File: src/rtl/shift_deserializer_pkg.sv
// Shared types and helpers for the serial-in, parallel-out receiver.
// Latency: n/a (declarations only).
// Backpressure: n/a.
package shift_deserializer_pkg;

  // Width of a counter that must represent 0..width inclusive.
  function automatic int cnt_width(input int width);
    return $clog2(width + 1);
  endfunction

  // What the output stage does with the holding register on a given edge.
  typedef enum logic [1:0] {
    HANDOFF_NONE  = 2'd0,  // hold Dout/Valid as they are
    HANDOFF_LOAD  = 2'd1,  // a finished word moves into the holding register
    HANDOFF_DROP  = 2'd2,  // a finished word arrives while the old one is still held
    HANDOFF_DRAIN = 2'd3   // the consumer takes the held word, nothing replaces it
  } handoff_e;

endpackage

File: src/rtl/shift_deserializer_core.sv
// Shift register and bit counter that assemble one WIDTH-bit frame from Sin.
// Latency: word/done are combinational in the cycle that samples the last bit.
// Backpressure: none; the core always accepts a sampled bit.
module shift_deserializer_core
  import shift_deserializer_pkg::*;
#(
  parameter int WIDTH     = 8,
  parameter bit LSB_FIRST = 1'b1,
  parameter int CNT_W     = cnt_width(WIDTH)
) (
  input  logic             clk,
  input  logic             reset,
  input  logic             clear,
  input  logic             shift_en,
  input  logic             sin,
  output logic [WIDTH-1:0] word,
  output logic             done,
  output logic [CNT_W-1:0] bit_count
);

  localparam logic [CNT_W-1:0] LAST_BIT = CNT_W'(WIDTH - 1);

  logic [WIDTH-1:0] sreg;
  logic [WIDTH-1:0] shifted;
  logic [CNT_W-1:0] cnt;
  logic             last_bit;

  // Bit order of the frame is a build-time choice; pick the matching shift.
  generate
    if (LSB_FIRST) begin : g_lsb_first
      // First bit ends up in word[0] after WIDTH shifts toward the LSB.
      assign shifted = {sin, sreg[WIDTH-1:1]};
    end else begin : g_msb_first
      // First bit ends up in word[WIDTH-1] after WIDTH shifts toward the MSB.
      assign shifted = {sreg[WIDTH-2:0], sin};
    end
  endgenerate

  // Completion detect: a sampled bit that fills the last slot of the frame.
  always_comb begin
    last_bit = (cnt == LAST_BIT);
    done     = shift_en && !clear && last_bit;
  end

  // Frame assembly: clear aborts, a sampled bit shifts in, the last bit wraps.
  always_ff @(posedge clk) begin
    if (reset) begin
      sreg <= '0;
      cnt  <= '0;
    end else if (clear) begin
      sreg <= '0;
      cnt  <= '0;
    end else if (shift_en) begin
      if (last_bit) begin
        // The finished word leaves through 'word' this cycle; start clean.
        sreg <= '0;
        cnt  <= '0;
      end else begin
        sreg <= shifted;
        cnt  <= cnt + CNT_W'(1);
      end
    end
  end

  assign word      = shifted;
  assign bit_count = cnt;

endmodule

File: src/rtl/shift_deserializer.sv
// Serial-in, parallel-out receiver with a holding register on a Valid/Ready port.
// Latency: Dout/Valid update on the edge that samples the last bit of a frame.
// Backpressure: next frame keeps shifting while Valid&!Ready; a word finishing then is dropped and Overrun sticks.
module shift_deserializer
  import shift_deserializer_pkg::*;
#(
  parameter int WIDTH     = 8,
  parameter bit LSB_FIRST = 1'b1
) (
  input  logic                       Clk,
  input  logic                       Reset,
  input  logic                       ShiftEn,
  input  logic                       Sin,
  input  logic                       Clear,
  input  logic                       Ready,
  output logic [WIDTH-1:0]           Dout,
  output logic                       Valid,
  output logic                       Overrun,
  output logic [$clog2(WIDTH+1)-1:0] BitCount
);

  localparam int CNT_W = cnt_width(WIDTH);

  logic [WIDTH-1:0] word;
  logic             done;
  logic [CNT_W-1:0] bit_count;

  logic [WIDTH-1:0] dout_q;
  logic             valid_q;
  logic             overrun_q;
  handoff_e         handoff;

  shift_deserializer_core #(
    .WIDTH     (WIDTH),
    .LSB_FIRST (LSB_FIRST),
    .CNT_W     (CNT_W)
  ) u_core (
    .clk       (Clk),
    .reset     (Reset),
    .clear     (Clear),
    .shift_en  (ShiftEn),
    .sin       (Sin),
    .word      (word),
    .done      (done),
    .bit_count (bit_count)
  );

  // Decide what happens to the holding register this edge; a consumed word
  // frees the slot in the same cycle, so a finishing frame can replace it.
  always_comb begin
    handoff = HANDOFF_NONE;
    if (done) begin
      if (!valid_q || Ready) begin
        handoff = HANDOFF_LOAD;
      end else begin
        handoff = HANDOFF_DROP;
      end
    end else if (valid_q && Ready) begin
      handoff = HANDOFF_DRAIN;
    end
  end

  // Holding register and Valid flag; Clear only aborts the frame in flight.
  always_ff @(posedge Clk) begin
    if (Reset) begin
      dout_q  <= '0;
      valid_q <= 1'b0;
    end else begin
      case (handoff)
        HANDOFF_LOAD: begin
          dout_q  <= word;
          valid_q <= 1'b1;
        end
        HANDOFF_DRAIN: begin
          valid_q <= 1'b0;
        end
        default: begin
          // NONE and DROP leave the held word exactly as it is.
        end
      endcase
    end
  end

  // Sticky over-run: set by a dropped word, cleared only by Reset or Clear.
  always_ff @(posedge Clk) begin
    if (Reset) begin
      overrun_q <= 1'b0;
    end else if (Clear) begin
      overrun_q <= 1'b0;
    end else if (handoff == HANDOFF_DROP) begin
      overrun_q <= 1'b1;
    end
  end

  assign Dout     = dout_q;
  assign Valid    = valid_q;
  assign Overrun  = overrun_q;
  assign BitCount = bit_count;

endmodule

File: config.mk
export PLATFORM = sky130hd
export DESIGN_NAME = shift_deserializer
export DESIGN_NICKNAME = d
export VERILOG_FILES = /design/src/rtl/shift_deserializer_pkg.sv /design/src/rtl/shift_deserializer_core.sv /design/src/rtl/shift_deserializer.sv
export SDC_FILE = /design/constraint.sdc
export NUM_CORES = 1
export LEC_CHECK = 0
export BUFFER_PORTS_ARGS = -buffer_cell sky130_fd_sc_hd__buf_2
export CAP_MARGIN = 25
export CORE_MARGIN = 8
export CORE_UTILIZATION = 44
export DETAILED_ROUTE_END_ITERATION = 12
export GPL_TIMING_DRIVEN = 0
export MAX_ROUTING_LAYER = met4
export PLACE_DENSITY = 0.78
export SLEW_MARGIN = 20
export SYNTH_ARGS = -nofsm -noshare
export SYNTH_HDL_FRONTEND = slang
export SYNTH_SLANG_ARGS = --single-unit
File: constraint.sdc
create_clock -name Clk -period 2.4 [get_ports Clk]
set_input_delay 0 -clock Clk [delete_from_list [all_inputs] [get_ports Clk]]
set_output_delay 0 -clock Clk [all_outputs]
set_load 0.05 [all_outputs]
Word-level counts from Yosys, hierarchy flattened
Cells that the tools add are included.
- flip-flop bits (word level): 22
- latch bits: 0
- memory bits (writable): 0
- memory bits (read-only): 0
- input port bits: 6
- output and inout port bits: 14
- word-level logic and storage cells: 24
- memories kept: 0
- add/subtract/negate cells: 1
- $mul: 0
- divide/modulo/power cells: 0
- magnitude comparators: 0
- eq/ne operators: 4
- shifts and indexed selects: 0
- mux-type cells: 6
- bitwise gates (word level): 0
- reductions and logical operators: 8
- operators by type and width (kind ; number):
    $mux 8 ; 1
    $mux 2 ; 3
    $add 4x1->4 const B ; 1
    $eq 2x2->1 const B ; 2
    $eq 4x3->1 const B ; 1
    $mux 4 ; 1
    $logic_and 1x1->1 ; 3
    $eq 2x1->1 const B ; 1
    $logic_not 1->1 ; 2
    $pmux 1 s2 ; 1
    $reduce_bool 2->1 ; 1
    $reduce_or 2->1 ; 1
    $logic_or 1x1->1 ; 1

Depth between registers and ports, before layout
- word-level depth: 6
- depth in mapped cells: 5
- gate-level depth less buffers: 4

Cells and area by module
Synthesis repeated with hierarchy kept, for this count alone.
- cell total of the unflattened synthesis: 84
- area total of the unflattened synthesis: 888.4 um2
- modules (own cells, without submodules) (module ; times used ; cells an instance ; area an instance (um2) ; seq. area each (um2)):
    shift_deserializer_core ; 1 ; 42 ; 451.7 ; 220.2
    shift_deserializer ; 1 ; 42 ; 436.7 ; 200.2

Least setup slack after synthesis
OpenSTA, ideal clock, no wires.
- kind: register -> register
- start: register u_core.cnt[0], in the netlist u_core.bit_count[0]
- end: register dout_q[0], in the netlist Dout[0]
- library setup time: 0.072 ns
- data arrival time: 1.594 ns
- data required time: 2.328 ns
- slack: 0.734 ns
- stages on the path, launching flop included: 6
- path buffers: 1
- clock period less this slack: 1.666 ns
- cells stage by stage: dfxtp_1 -> ha_1 -> nand2_1 -> nor4b_2 -> buf_4 -> mux2i_1
- longest elaborated chain between the ends: 4
- RTL lines (item ; line ; source):
    from (decl) ; shift_deserializer_core.sv:25 ; logic [CNT_W-1:0] cnt;
    from (signal assigned) ; shift_deserializer_core.sv:60 ; cnt <= cnt + CNT_W'(1);
    $eq 4x3->1 ; shift_deserializer_core.sv:41 ; last_bit = (cnt == LAST_BIT);
    $logic_and 1x1->1 ; shift_deserializer_core.sv:42 ; done = shift_en && !clear && last_bit;
    $mux 2 ; shift_deserializer.sv:52 ; if (done) begin
    $eq 2x1->1 ; shift_deserializer.sv:69 ; case (handoff)
    to (signal assigned) ; shift_deserializer.sv:71 ; dout_q <= word;
    to (decl) ; shift_deserializer.sv:28 ; logic [WIDTH-1:0] dout_q;
No other way between the ends.
A chain may end at the register's enable or synchronous reset.

Worst setup path after layout
- start: register u_core.cnt[0], in the netlist u_core.bit_count[0]
- end: register dout_q[5], in the netlist Dout[5]
The elaborated chain is that of the path after synthesis.

==> metrics.txt <==
status completed; Power Density 526.6 mW/mm^2; Rows 16; synthesized area roughly 900 sq um; post-CTS sizing 0; initial antenna violation count 0; DRT antenna net count 0; final setup fails 0; CTS root buffer clkbuf_4; Syn. warnings 0; Setup TNS Final 0 ps; Leak around 0.39 nW; worst slew pin tran 405.2 ps; number of setup buffers added after CTS 0; Final Critical Period 1476 ps; Mapped Cells 95; Final nets between 100 and 150; drt total wl roughly 1800 microns; clock-pin slew on the worst setup and hold paths around 110 ps; crit start category register; Tot Pwr 0.0005561 W; Die H around 60 microns; I/O pin cnt 20; most common cell after layout, fill and taps aside nand2b_1; Skew-Pair Late Insertion Delay about 300 ps; vias in the first global route 673; fin crit share 0.6151; Slew Limit Fails 0; initial core utilization 0.4639; GRT Util Overall 0.1032; Worst IR Drop VDD 0.0002988 V; Final GP Congestion 0.7670; Crit Path Class reg2reg; layout cell share with drive strength beyond 1 0.2222; Critical-path top delay cell dfxtp_1; Setup crit end kind register; Post-synth ARST share 0; worst min path class in2reg; largest net degree at the start of global routing 12; sequential area share after synthesis 0.4667; Hold-fix buffers, CTS 1; vias per inst 4.979; Most used DFF post-synth dfxtp_1; WP data arrival 1710 ps; hold_ws 18.62 ps; most frequent cells in the layout nand2b_1 (26), dfxtp_1 (21), buf_2 (18), a21oi_1 (10), mux2i_1 (9); synth unique cells 18; RSZ-0062 raised after global routing false; final core utilization 0.5438; total CTS buffers 3; number of max-cap violations 0; area grow syn2layout 17.22%; Mapped Nets 102; Max FO, Critical Path 8; vias 717; IO buf count 17; Layout Skew approximately 1.5 ps; htree depth 1; number of inserted diodes 0; Post-DP HPWL ~1300 microns; number of synthesized flops with an enable pin 0; grt ovf 0; Syn Area/Cell 9.483 sq um; CP Cell Sequence ha_1 > nand2_1 > nor4b_2 > buf_4 > mux2i_1; Slew HR 0.7299; DRC Markers 0; final hold violations 0; Die Wd 61.25 microns; CP required 2630 ps; CP max stage delay 410 ps; Yosys reg bits 21; CORE AREA 0.001942 sq mm; drt pass-1 iters 4; Die ar. 0.003752 sq mm; Num Clock Sinks 21; clk buf depth 2; cell family with most CP delay flip-flops; drt initial violations 18; CTS tree built; DR WL/cell 12.22 microns; Worst Path Buf+Inv 1; Max Clock Freq 677.4 MHz; first-pass GRT wire length 2911 microns
[state kept, by name, summed over array words and instances, names as in the netlist]
name / count
Valid: 1
u_core.sreg: 7
Overrun: 1
Dout: 8
u_core.bit_count: 4
[routing by layer]
layer  GRT usage  vias to the layer above  share of wire
met4     0.04983                        0          0.014
li1            -                      359              -
met3     0.02714                        5          0.045
met5           -                        -              0
met1      0.1232                      337           0.46
met2      0.1567                       16           0.48
[cell usage after synthesis (2+ instances only)]
cell type / instances / area (sq um)
mux2i_1: 9 / 90.09
nand3_1: 7 / 35.03
dfxtp_1: 21 / 420.4
nand2_1: 3 / 11.26
nor2_1: 3 / 11.26
nand2b_1: 26 / 162.7
or3_1: 2 / 12.51
a21oi_1: 10 / 50.05
nand3b_1: 2 / 15.01
clkbuf_1: 3 / 11.26
buf_4: 2 / 15.01
[worst min-delay path: stages]
cell,delay (ps)
buf_4,120
nand2b_1,100
a21oi_1,60
[cell type report]
class,instances,area (sq um)
buffer,6,31.28
clock buffer,4,26.28
fill,178,885.9
multi-input combinational,68,449.2
sequential,21,420.4
tap,27,33.78
timing repair buffer,18,95.09
[stage by stage]
stage | std cells | worst slack [ps] | cell area, sq um
floorplan | 95 | 734.4 | 900.9
global placement | 139 | 1024 | 1020
detailed placement | 139 | 916.9 | 1020
CTS | 144 | 904.5 | 1056
global route | 144 | 819.0 | 1056
finish | 144 | 923.7 | 1056
[power breakdown]
group,total [W],switching (W),internal (W)
logic,0.0000349,0.0000193,0.0000156
clock network,0.000169,0.000105,0.0000648
registers,0.000352,0.00000174,0.000350
[logic make-up after synthesis]
kind of cell / Yosys count / synth area share
muxes: 9 / 0.1000
buffers and inverters: 6 / 0.03471
and+or+nand+nor: 46 / 0.3056
adders and majority gates: 1 / 0.01389
DFF: 21 / 0.4667
AOI/OAI and AO/OA: 11 / 0.06944
xor gates and xnor gates: 1 / 0.009724
[worst paths after layout]
kind                        from             end  slack (ps)  depth (start not counted)
max          u_core.bit_count[0]         Dout[5]         920                          5
min                      ShiftEn  u_core.sreg[3]          20                          3
max reg2reg  u_core.bit_count[0]         Dout[5]         920                          5
min reg2reg              Dout[2]         Dout[2]         480                          2
(Power assumes the default switching activity.)
